<file path="config.mk">
export PLATFORM = sky130hd
export DESIGN_NAME = csr_trap_unit
export DESIGN_NICKNAME = d
export VERILOG_FILES = /design/src/rtl/csr_trap_unit.sv
export SDC_FILE = /design/constraint.sdc
export NUM_CORES = 2
export LEC_CHECK = 0
export CORE_MARGIN = 3
export CORE_UTILIZATION = 40
export DETAILED_ROUTE_END_ITERATION = 12
export GPL_ROUTABILITY_DRIVEN = 0
export PLACE_DENSITY = 0.63
export SYNTH_ARGS = -nofsm -noshare
export SYNTH_HDL_FRONTEND = slang
export SYNTH_SLANG_ARGS = --single-unit
</file>
<file path="constraint.sdc">
create_clock -name clk -period 11.8 [get_ports clk]
set_input_delay 1.77 -clock clk [delete_from_list [all_inputs] [get_ports clk]]
set_output_delay 1.77 -clock clk [all_outputs]
set_load 0.005 [all_outputs]
</file>
<file path="src/rtl/csr_trap_unit.sv">
// Machine/supervisor trap CSR file with a trap-entry / xRET sequencer.
// Read data and ILLEGAL are registered; REDIRECT/NEXT_PC come straight from the sequencer state.
module csr_trap_unit #(
  parameter int unsigned XLEN       = 64,
  parameter int unsigned CAUSE_BITS = 6,
  parameter int unsigned HAS_SMODE  = 1
) (
  input  logic            clk,
  input  logic            reset,
  input  logic [11:0]     rd_addr,
  output logic [XLEN-1:0] rd_data,
  input  logic            wr_en,
  input  logic [11:0]     wr_addr,
  input  logic [XLEN-1:0] wr_data,
  output logic            illegal,
  input  logic            trap_req,
  input  logic [XLEN-1:0] cause,
  input  logic [XLEN-1:0] tval,
  input  logic [XLEN-1:0] epc,
  input  logic            ret_req,
  input  logic [1:0]      ret_priv,
  output logic            busy,
  output logic            redirect,
  output logic [XLEN-1:0] next_pc,
  output logic [1:0]      cur_priv
);

  localparam bit SOn = (HAS_SMODE != 0);

  localparam logic [11:0] AddrMstatus  = 12'h300;
  localparam logic [11:0] AddrMedeleg  = 12'h302;
  localparam logic [11:0] AddrMtvec    = 12'h305;
  localparam logic [11:0] AddrMscratch = 12'h340;
  localparam logic [11:0] AddrMepc     = 12'h341;
  localparam logic [11:0] AddrMcause   = 12'h342;
  localparam logic [11:0] AddrMtval    = 12'h343;
  localparam logic [11:0] AddrSstatus  = 12'h100;
  localparam logic [11:0] AddrStvec    = 12'h105;
  localparam logic [11:0] AddrSscratch = 12'h140;
  localparam logic [11:0] AddrSepc     = 12'h141;
  localparam logic [11:0] AddrScause   = 12'h142;
  localparam logic [11:0] AddrStval    = 12'h143;
  localparam logic [11:0] AddrMcycle   = 12'hB00;

  typedef enum logic [1:0] {StIdle, StTSave, StTVec, StRRestore} state_e;

  state_e state_q, state_d;

  logic [XLEN-1:0] medeleg_q, mtvec_q, mscratch_q, mepc_q, mcause_q, mtval_q;
  logic [XLEN-1:0] stvec_q, sscratch_q, sepc_q, scause_q, stval_q, mcycle_q;
  logic            sie_q, mie_q, spie_q, mpie_q, spp_q;
  logic [1:0]      mpp_q, cur_priv_q;

  logic [XLEN-1:0] cause_q, tval_q, epc_q;
  logic            tgt_s_q, ret_m_q;

  logic [XLEN-1:0] mstatus_val, sstatus_val, rd_val, tvec_base, vec_pc;
  logic            rd_ok, wr_act, wr_ok, wr_bad, ret_ok, deleg;
  logic            take_trap, take_ret, ret_bad;

  function automatic logic csr_exists(input logic [11:0] a);
    case (a)
      AddrMstatus, AddrMedeleg, AddrMtvec, AddrMscratch, AddrMepc, AddrMcause,
      AddrMtval, AddrMcycle: csr_exists = 1'b1;
      AddrSstatus, AddrStvec, AddrSscratch, AddrSepc, AddrScause,
      AddrStval: csr_exists = SOn;
      default: csr_exists = 1'b0;
    endcase
  endfunction

  // Only direct (0) and vectored (1) modes are legal; anything else falls back to direct.
  function automatic logic [XLEN-1:0] tvec_legal(input logic [XLEN-1:0] d);
    tvec_legal = {d[XLEN-1:2], 1'b0, d[1:0] == 2'b01};
  endfunction

  always_comb begin
    mstatus_val     = '0;
    mstatus_val[1]  = sie_q;
    mstatus_val[3]  = mie_q;
    mstatus_val[5]  = spie_q;
    mstatus_val[7]  = mpie_q;
    mstatus_val[8]  = spp_q;
    mstatus_val[12:11] = mpp_q;
    sstatus_val     = '0;
    sstatus_val[1]  = sie_q;
    sstatus_val[5]  = spie_q;
    sstatus_val[8]  = spp_q;
  end

  always_comb begin
    rd_val = '0;
    case (rd_addr)
      AddrMstatus:  rd_val = mstatus_val;
      AddrMedeleg:  rd_val = medeleg_q;
      AddrMtvec:    rd_val = mtvec_q;
      AddrMscratch: rd_val = mscratch_q;
      AddrMepc:     rd_val = mepc_q;
      AddrMcause:   rd_val = mcause_q;
      AddrMtval:    rd_val = mtval_q;
      AddrSstatus:  rd_val = sstatus_val;
      AddrStvec:    rd_val = stvec_q;
      AddrSscratch: rd_val = sscratch_q;
      AddrSepc:     rd_val = sepc_q;
      AddrScause:   rd_val = scause_q;
      AddrStval:    rd_val = stval_q;
      AddrMcycle:   rd_val = mcycle_q;
      default:      rd_val = '0;
    endcase
  end

  always_comb begin
    rd_ok  = csr_exists(rd_addr) && (rd_addr[9:8] <= cur_priv_q);
    wr_act = wr_en && (state_q == StIdle);
    wr_ok  = wr_act && csr_exists(wr_addr) && (wr_addr[9:8] <= cur_priv_q) &&
             (wr_addr[11:10] != 2'b11);
    wr_bad = wr_act && !wr_ok;
    ret_ok = (ret_priv == 2'd3) ? (cur_priv_q == 2'd3) :
             (ret_priv == 2'd1) ? (SOn && (cur_priv_q != 2'd0)) : 1'b0;
    deleg  = SOn && (cur_priv_q <= 2'd1) && !cause[XLEN-1] &&
             medeleg_q[cause[CAUSE_BITS-1:0]];
    tvec_base = tgt_s_q ? stvec_q : mtvec_q;
    vec_pc    = {tvec_base[XLEN-1:2], 2'b00};
    if ((tvec_base[1:0] == 2'b01) && cause_q[XLEN-1]) begin
      vec_pc = vec_pc + (XLEN'(cause_q[CAUSE_BITS-1:0]) << 2);
    end
  end

  always_ff @(posedge clk) begin
    if (reset) state_q <= StIdle;
    else       state_q <= state_d;
  end

  always_comb begin
    state_d   = state_q;
    take_trap = 1'b0;
    take_ret  = 1'b0;
    ret_bad   = 1'b0;
    busy      = (state_q != StIdle);
    redirect  = 1'b0;
    next_pc   = '0;
    unique case (state_q)
      StIdle: begin
        if (trap_req) begin
          take_trap = 1'b1;
          state_d   = StTSave;
        end else if (ret_req) begin
          if (ret_ok) begin
            take_ret = 1'b1;
            state_d  = StRRestore;
          end else begin
            ret_bad = 1'b1;
          end
        end
      end
      StTSave: state_d = StTVec;
      StTVec: begin
        redirect = 1'b1;
        next_pc  = vec_pc;
        state_d  = StIdle;
      end
      StRRestore: begin
        redirect = 1'b1;
        next_pc  = ret_m_q ? mepc_q : sepc_q;
        state_d  = StIdle;
      end
      default: state_d = StIdle;
    endcase
  end

  assign cur_priv = cur_priv_q;

  always_ff @(posedge clk) begin
    if (reset) begin
      rd_data    <= '0;
      illegal    <= 1'b0;
      medeleg_q  <= '0;
      mtvec_q    <= '0;
      mscratch_q <= '0;
      mepc_q     <= '0;
      mcause_q   <= '0;
      mtval_q    <= '0;
      stvec_q    <= '0;
      sscratch_q <= '0;
      sepc_q     <= '0;
      scause_q   <= '0;
      stval_q    <= '0;
      mcycle_q   <= '0;
      sie_q      <= 1'b0;
      mie_q      <= 1'b0;
      spie_q     <= 1'b0;
      mpie_q     <= 1'b0;
      spp_q      <= 1'b0;
      mpp_q      <= 2'd0;
      cur_priv_q <= 2'd3;
      cause_q    <= '0;
      tval_q     <= '0;
      epc_q      <= '0;
      tgt_s_q    <= 1'b0;
      ret_m_q    <= 1'b0;
    end else begin
      rd_data  <= rd_ok ? rd_val : '0;
      illegal  <= !rd_ok || wr_bad || ret_bad;
      mcycle_q <= mcycle_q + XLEN'(1);
      if (wr_ok) begin
        case (wr_addr)
          AddrMstatus: begin
            sie_q  <= SOn && wr_data[1];
            mie_q  <= wr_data[3];
            spie_q <= SOn && wr_data[5];
            mpie_q <= wr_data[7];
            spp_q  <= SOn && wr_data[8];
            mpp_q  <= wr_data[12:11];
          end
          AddrSstatus: begin
            sie_q  <= wr_data[1];
            spie_q <= wr_data[5];
            spp_q  <= wr_data[8];
          end
          AddrMedeleg:  medeleg_q  <= wr_data;
          AddrMtvec:    mtvec_q    <= tvec_legal(wr_data);
          AddrMscratch: mscratch_q <= wr_data;
          AddrMepc:     mepc_q     <= {wr_data[XLEN-1:1], 1'b0};
          AddrMcause:   mcause_q   <= wr_data;
          AddrMtval:    mtval_q    <= wr_data;
          AddrStvec:    stvec_q    <= tvec_legal(wr_data);
          AddrSscratch: sscratch_q <= wr_data;
          AddrSepc:     sepc_q     <= {wr_data[XLEN-1:1], 1'b0};
          AddrScause:   scause_q   <= wr_data;
          AddrStval:    stval_q    <= wr_data;
          AddrMcycle:   mcycle_q   <= wr_data;
          default: ;
        endcase
      end
      if (take_trap) begin
        cause_q <= cause;
        tval_q  <= tval;
        epc_q   <= epc;
        tgt_s_q <= deleg;
      end
      if (take_ret) ret_m_q <= (ret_priv == 2'd3);
      if (state_q == StTSave) begin
        if (tgt_s_q) begin
          sepc_q     <= epc_q;
          scause_q   <= cause_q;
          stval_q    <= tval_q;
          spie_q     <= sie_q;
          sie_q      <= 1'b0;
          spp_q      <= cur_priv_q[0];
          cur_priv_q <= 2'd1;
        end else begin
          mepc_q     <= epc_q;
          mcause_q   <= cause_q;
          mtval_q    <= tval_q;
          mpie_q     <= mie_q;
          mie_q      <= 1'b0;
          mpp_q      <= cur_priv_q;
          cur_priv_q <= 2'd3;
        end
      end
      if (state_q == StRRestore) begin
        if (ret_m_q) begin
          cur_priv_q <= mpp_q;
          mie_q      <= mpie_q;
          mpie_q     <= 1'b1;
          mpp_q      <= 2'd0;
        end else begin
          cur_priv_q <= {1'b0, spp_q};
          sie_q      <= spie_q;
          spie_q     <= 1'b1;
          spp_q      <= 1'b0;
        end
      end
    end
  end

endmodule

</file>
# Word level (Yosys, flattened, before mapping)
# Cells that the tools add are included.
totals:
  reg_bits: 1036
  latch_bits: 0
  ramBits: 0
  romBits: 0
  input_bits: 287
  output_inout_bits: 133
  wordCells: 194
  memories: 0
op_classes:
  n_addsub: 2
  n_mul: 0
  div: 0
  magnitude_cmp: 4
  eq_ne: 39
  shift: 0
  mux: 92
  n_bitwise: 1
  reduce_logical: 29
ops:
  columns: ["cell", "n"]
  rows:
  - ["$mux 64", 29]
  - ["$pmux 64 s14", 1]
  - ["$eq 12x10->1 const B", 14]
  - ["$eq 12x9->1 const B", 12]
  - ["$pmux 64 s2", 1]
  - ["$add 64x1->64 const B", 1]
  - ["$add 64x8->64", 1]
  - ["$mux 1", 46]
  - ["$reduce_or 14->1", 2]
  - ["$mux 2", 13]
  - ["$eq 12x12->1 const B", 2]
  - ["$reduce_and 2->1", 6]
  - ["$logic_and 1x1->1", 9]
  - ["$eq 2x1->1 const B", 4]
  - ["$eq 2x2->1 const B", 4]
  - ["$lt 6x7->1 const B", 1]
  - ["$bmux 1 s6", 1]
  - ["$ne 3x3->1 const B", 2]
  - ["$pmux 2 s3", 1]
  - ["$reduce_bool 2->1", 3]
  - ["$reduce_or 2->1", 3]
  - ["$le 2x2->1", 2]
  - ["$logic_not 1->1", 3]
  - ["$le 2x1->1 const B", 1]
  - ["4 further kinds", 5]

# Longest topological paths before layout
depth:
  word_depth: 11
  mapped_depth: 17
  ltp_nobuf: 10

# Worst setup path before layout
# Ideal clock, no wire load.
synth_path:
  kind: "register to output"
  from: "reg tgt_s_q"
  to: "out next_pc[56]"
  arrival_ps: 3764
  required_time_ps: 10030
  setup_slack_ps: 6266
  path_stages_with_launch: 18
  n_path_buf: 7
  cell_sequence: "dfxtp_1 > buf_6 > buf_6 > buf_6 > buf_4 > buf_2 > buf_2 > mux2_2 > ha_1 > fa_1 > a211oi_1 > o21ai_0 > o211ai_1 > nor4bb_1 > buf_2 > a31o_2 > a211o_1 > o311a_1"
synth_between:
  elab_chain_len: 5
synth_lines:
  columns: ["item", "line", "text"]
  rows:
  - ["start: declaration", "55", "logic tgt_s_q, ret_m_q;"]
  - ["start signal: assignment", "238", "tgt_s_q <= deleg;"]
  - ["$mux 64 (*)", "121", "tvec_base = tgt_s_q ? stvec_q : mtvec_q;"]
  - ["branches (longest 2 deep; another with $add 64x8->64)", null, null]
  - ["$mux 64 (*)", "123", "if ((tvec_base[1:0] == 2'b01) && cause_q[XLEN-1]) begin"]
  - ["$pmux 64 s2 (*)", "141", "unique case (state_q)"]
  - ["end: declaration", "24", "output logic [XLEN-1:0] next_pc,"]
# Mark *: on every way between the ends.

# Final worst setup path
layout_path:
  from: "reg tgt_s_q"
  to: "out next_pc[45]"
# Same word-level chain as after synthesis.

==> results.py <==
metrics = {
    "clocking": {
        "cts_tree": "done",
        "holdBufCountCts": 0,
        "cts_buffer_depth": 3,
        "h-tree-depth": 3,
        "clkLatencyLatePin_ns": 0.71,
        "cts_resized": 0,
        "cts_root_buffer": "clkbuf_16",
        "cts_buffers": 112,
        "clock-sinks": 1036,
        "post_cts_buffers": 0,
        "clkTransAtPathRegs_ns": 0.07,
    },
    "synthesis": {
        "synth_flop_cell": "dfxtp_1",
        "synth_edf_count": 0,
        "synth-seq-cells": 1036,
        "synthCells": 5767,
        "seq_area_frac_synth": 0.4232,
        "synth_top_area_share": 0.4232,
        "synth_fp_nets": 6066,
        "ys_types": 92,
        "async_flop_share": 0,
        "yosysWarnings": 0,
        "synth_top_area_cell": "dfxtp_1",
        "ys_top_cells_by_area": "dfxtp_1, mux2i_1, nand2_1",
        "synth_area_um2": 49010,
        "syn_area_per_cell_um2": 8.498,
    },
    "pwr": {
        "p_comb_frac": 0.071,
        "p_per_area_nw_per_um2": 138.4,
        "pwr-share-seq": 0.467,
        "swShare": 0.2489,
        "ir_drop_uv": 112.7,
        "p_int_w": 0.005978,
        "p_sw_w": 0.001981,
        "leakage_nw": 18.16,
        "pwr-share-clk": 0.462,
    },
    "detailed_routing": {
        "avgRoutedWirePerCell_um": 28.07,
        "first_iter_violations": 6742,
        "routed_wl_mm": 211.4,
        "vias": 47477,
        "drc": 0,
        "dr.pass1.iters": 10,
        "via_per_inst": 6.303,
        "ant_nets": 0,
    },
    "worst_setup_path": {
        "critPathLaunch": "tgt_s_q$_SDFFE_PP0P_",
        "cp-endpoint": "next_pc[45]",
        "start_kind": "register",
        "crit_path_end_kind": "output pin",
        "path_max_fanout": 71,
        "r2r_cells": 7,
        "r2r_end": "mpp_q[0]$_SDFF_PP0_",
        "r2r_start": "tgt_s_q$_SDFFE_PP0P_",
        "setup.worst_path.class": "reg -> out",
        "regToRegSetupSlack_ns": 6.21,
        "critPathRequiredTime_ns": 10.03,
        "cp_data_arrival_time_ns": 5.74,
    },
    "cells_and_area": {
        "finalNetCount": 6125,
        "mostFrequentLayoutCell": "dfxtp_1",
        "syn2layout_area_growth_pct": 17.35,
        "fin_util": 0.4762,
        "layout.cells.most_common_list": "dfxtp_1, nand2_1, nor2_1",
        "layout-drive-gt1-share": 0.06427,
    },
    "grt": {
        "overflow": 0,
        "top_usage_layer": "met2",
        "antenna_found_initial": 12,
        "grtUsageMet2": 0.4795,
        "grt_pass1_wl_mm": 304.9,
        "use_met1": 0.4208,
        "grt_pass1_vias": 44302,
        "grt_util_all_layers": 0.3186,
        "grtUsageMet3": 0.08016,
        "grt_max_degree": 218,
    },
    "floorplan": {
        "fp.coreArea_um2": 120800,
        "dieArea_um2": 126800,
        "pin_count": 420,
        "die_h_um": 356.0,
        "rows": 127,
        "initial_core_util": 0.4058,
        "fp.dieW_um": 356.0,
    },
    "sta": {
        "tightest_slew_ns": 1.407,
        "relSlewSlack": 0.06232,
        "rsz0062_at_grt": "no",
        "period_needed_ns": 7.506,
        "setup_violations": 0,
        "slew_viol_final": 0,
        "skew_ns": 0.02843,
        "finalSetupTns_ns": 0,
        "finalHoldViolCount": 0,
        "period_share": 0.6361,
        "max_freq_mhz": 133.2,
    },
    "placement": {
        "hpwl_mm": 133.4,
        "io_buffers": 419,
    },
    "hold_path": {
        "hold_class": "reg -> reg",
        "min-delay-start": "sscratch_q[10]$_SDFFE_PP0P_",
    },
    "job": {
        "max_cap_violations": 0,
    },
    "run_status": {
        "outcome": "finished clean",
    },
}
==> power by group through the flow <==
| stage | clock network (W) | logic (W) | registers, W |
|---|---|---|---|
| CTS | 0.00370 | 0.000555 | 0.00372 |
| finish | 0.00368 | 0.000563 | 0.00372 |
| global route | 0.00384 | 0.000610 | 0.00373 |
| global placement | 0 | 0.000544 | 0.00379 |
| floorplan | 0 | 0.000325 | 0.00374 |
| detailed placement | 0 | 0.000552 | 0.00379 |
==> worst min path at each step <==
stage	depth (start not counted)	end
detailed placement	2	sscratch_q[17]$_SDFFE_PP0P_
global route	2	sscratch_q[22]$_SDFFE_PP0P_
floorplan	2	sscratch_q[24]$_SDFFE_PP0P_
CTS	2	sscratch_q[17]$_SDFFE_PP0P_
finish	2	sscratch_q[10]$_SDFFE_PP0P_
global placement	2	mscratch_q[9]$_SDFFE_PP0P_
==> flip-flops by register name, indices dropped and copies added, names as in the netlist, 2 cells and up <==
name / flops
mtvec_q: 63
cur_priv: 2
sscratch_q: 64
rd_data: 64
mscratch_q: 64
scause_q: 64
cause_q: 64
mtval_q: 64
medeleg_q: 64
mepc_q: 64
epc_q: 64
mpp_q: 2
sepc_q: 64
mcause_q: 64
stval_q: 64
state_q: 2
stvec_q: 63
tval_q: 64
mcycle_q: 64
==> worst max-delay path, stage by stage, from the launching register on <==
cell and delay (ns):
dfxtp_4 0.96, buf_4 0.73, mux2i_1 0.38, a2111oi_2 0.68, nand4_1 0.28, a211oi_2 0.61, nand3_1 0.20, xnor2_1 0.18
o22ai_1 0.36, clkdlybuf4s50_1 0.59
==> cells in the mapped netlist (6+ instances only) <==
cell type and count:
a211oi_1 322, a21oi_1 369, a221oi_1 121, a222oi_1 57, a22o_1 85, a22oi_1 77
a31oi_1 197, a32o_1 6, and2_1 12, and3_1 29, and4_1 15, buf_1 9
buf_2 55, buf_4 38, buf_6 7, clkbuf_1 447, dfxtp_1 1036, ha_1 11
inv_1 20, mux2_2 16, mux2i_1 563, mux4_2 20, nand2_1 1024, nand2b_1 8
nand3_1 79, nand3b_1 25, nand4_1 40, nor2_1 588, nor2b_1 13, nor3_1 17
nor4_1 8, o21ai_0 165, o22ai_1 56, or3_1 8, xnor2_1 59, xor2_1 56
==> stage by stage <==
stage,total power [W],std cells,instance area [um2],setup WS [ns],hold slack (ns)
6_report,0.007959,7533,57510,4.294,0.4534
5_1_grt,0.008172,7528,57500,4.183,0.4715
4_1_cts,0.007968,7525,57490,4.480,0.4547
3_5_place_dp,0.004344,7324,53710,5.241,0.4456
3_3_place_gp,0.004336,7324,53710,5.365,0.4409
2_1_floorplan,0.004062,5767,49010,6.266,0.4357
==> kinds of logic (layout without fill, tap and decap cells) <==
kind of cell    after synthesis  in the layout  share of synthesized area
compound gates             1513           1513                     0.2095
xor+xnor                    115            115                    0.02055
mux                         600            600                     0.1281
buf+inv                     578            724                    0.05022
fa+ha+maj                    13             13                   0.003421
other cells                   0              8                          0
flops                      1036           1036                     0.4232
simple gates               1912           1912                     0.1650
==> cell type report <==
type	instances	area, um2
fillers	11732	63260
multi-input cells	4153	26000
flip-flops and latches	1036	20750
repair buffers	503	4862
clock buffers	159	3233
well taps	1612	2017
clock inverters	42	545.5
inverters	20	76.32
diodes	8	20.02
==> per-layer routing <==
| layer | share of wire | wire (um) |
|---|---|---|
| met1 | 0.39 | 83320 |
| met5 | 0.00044 | 93 |
| met2 | 0.43 | 90450 |
| met3 | 0.12 | 25070 |
| met4 | 0.059 | 12510 |
(Power assumes the default switching activity.)
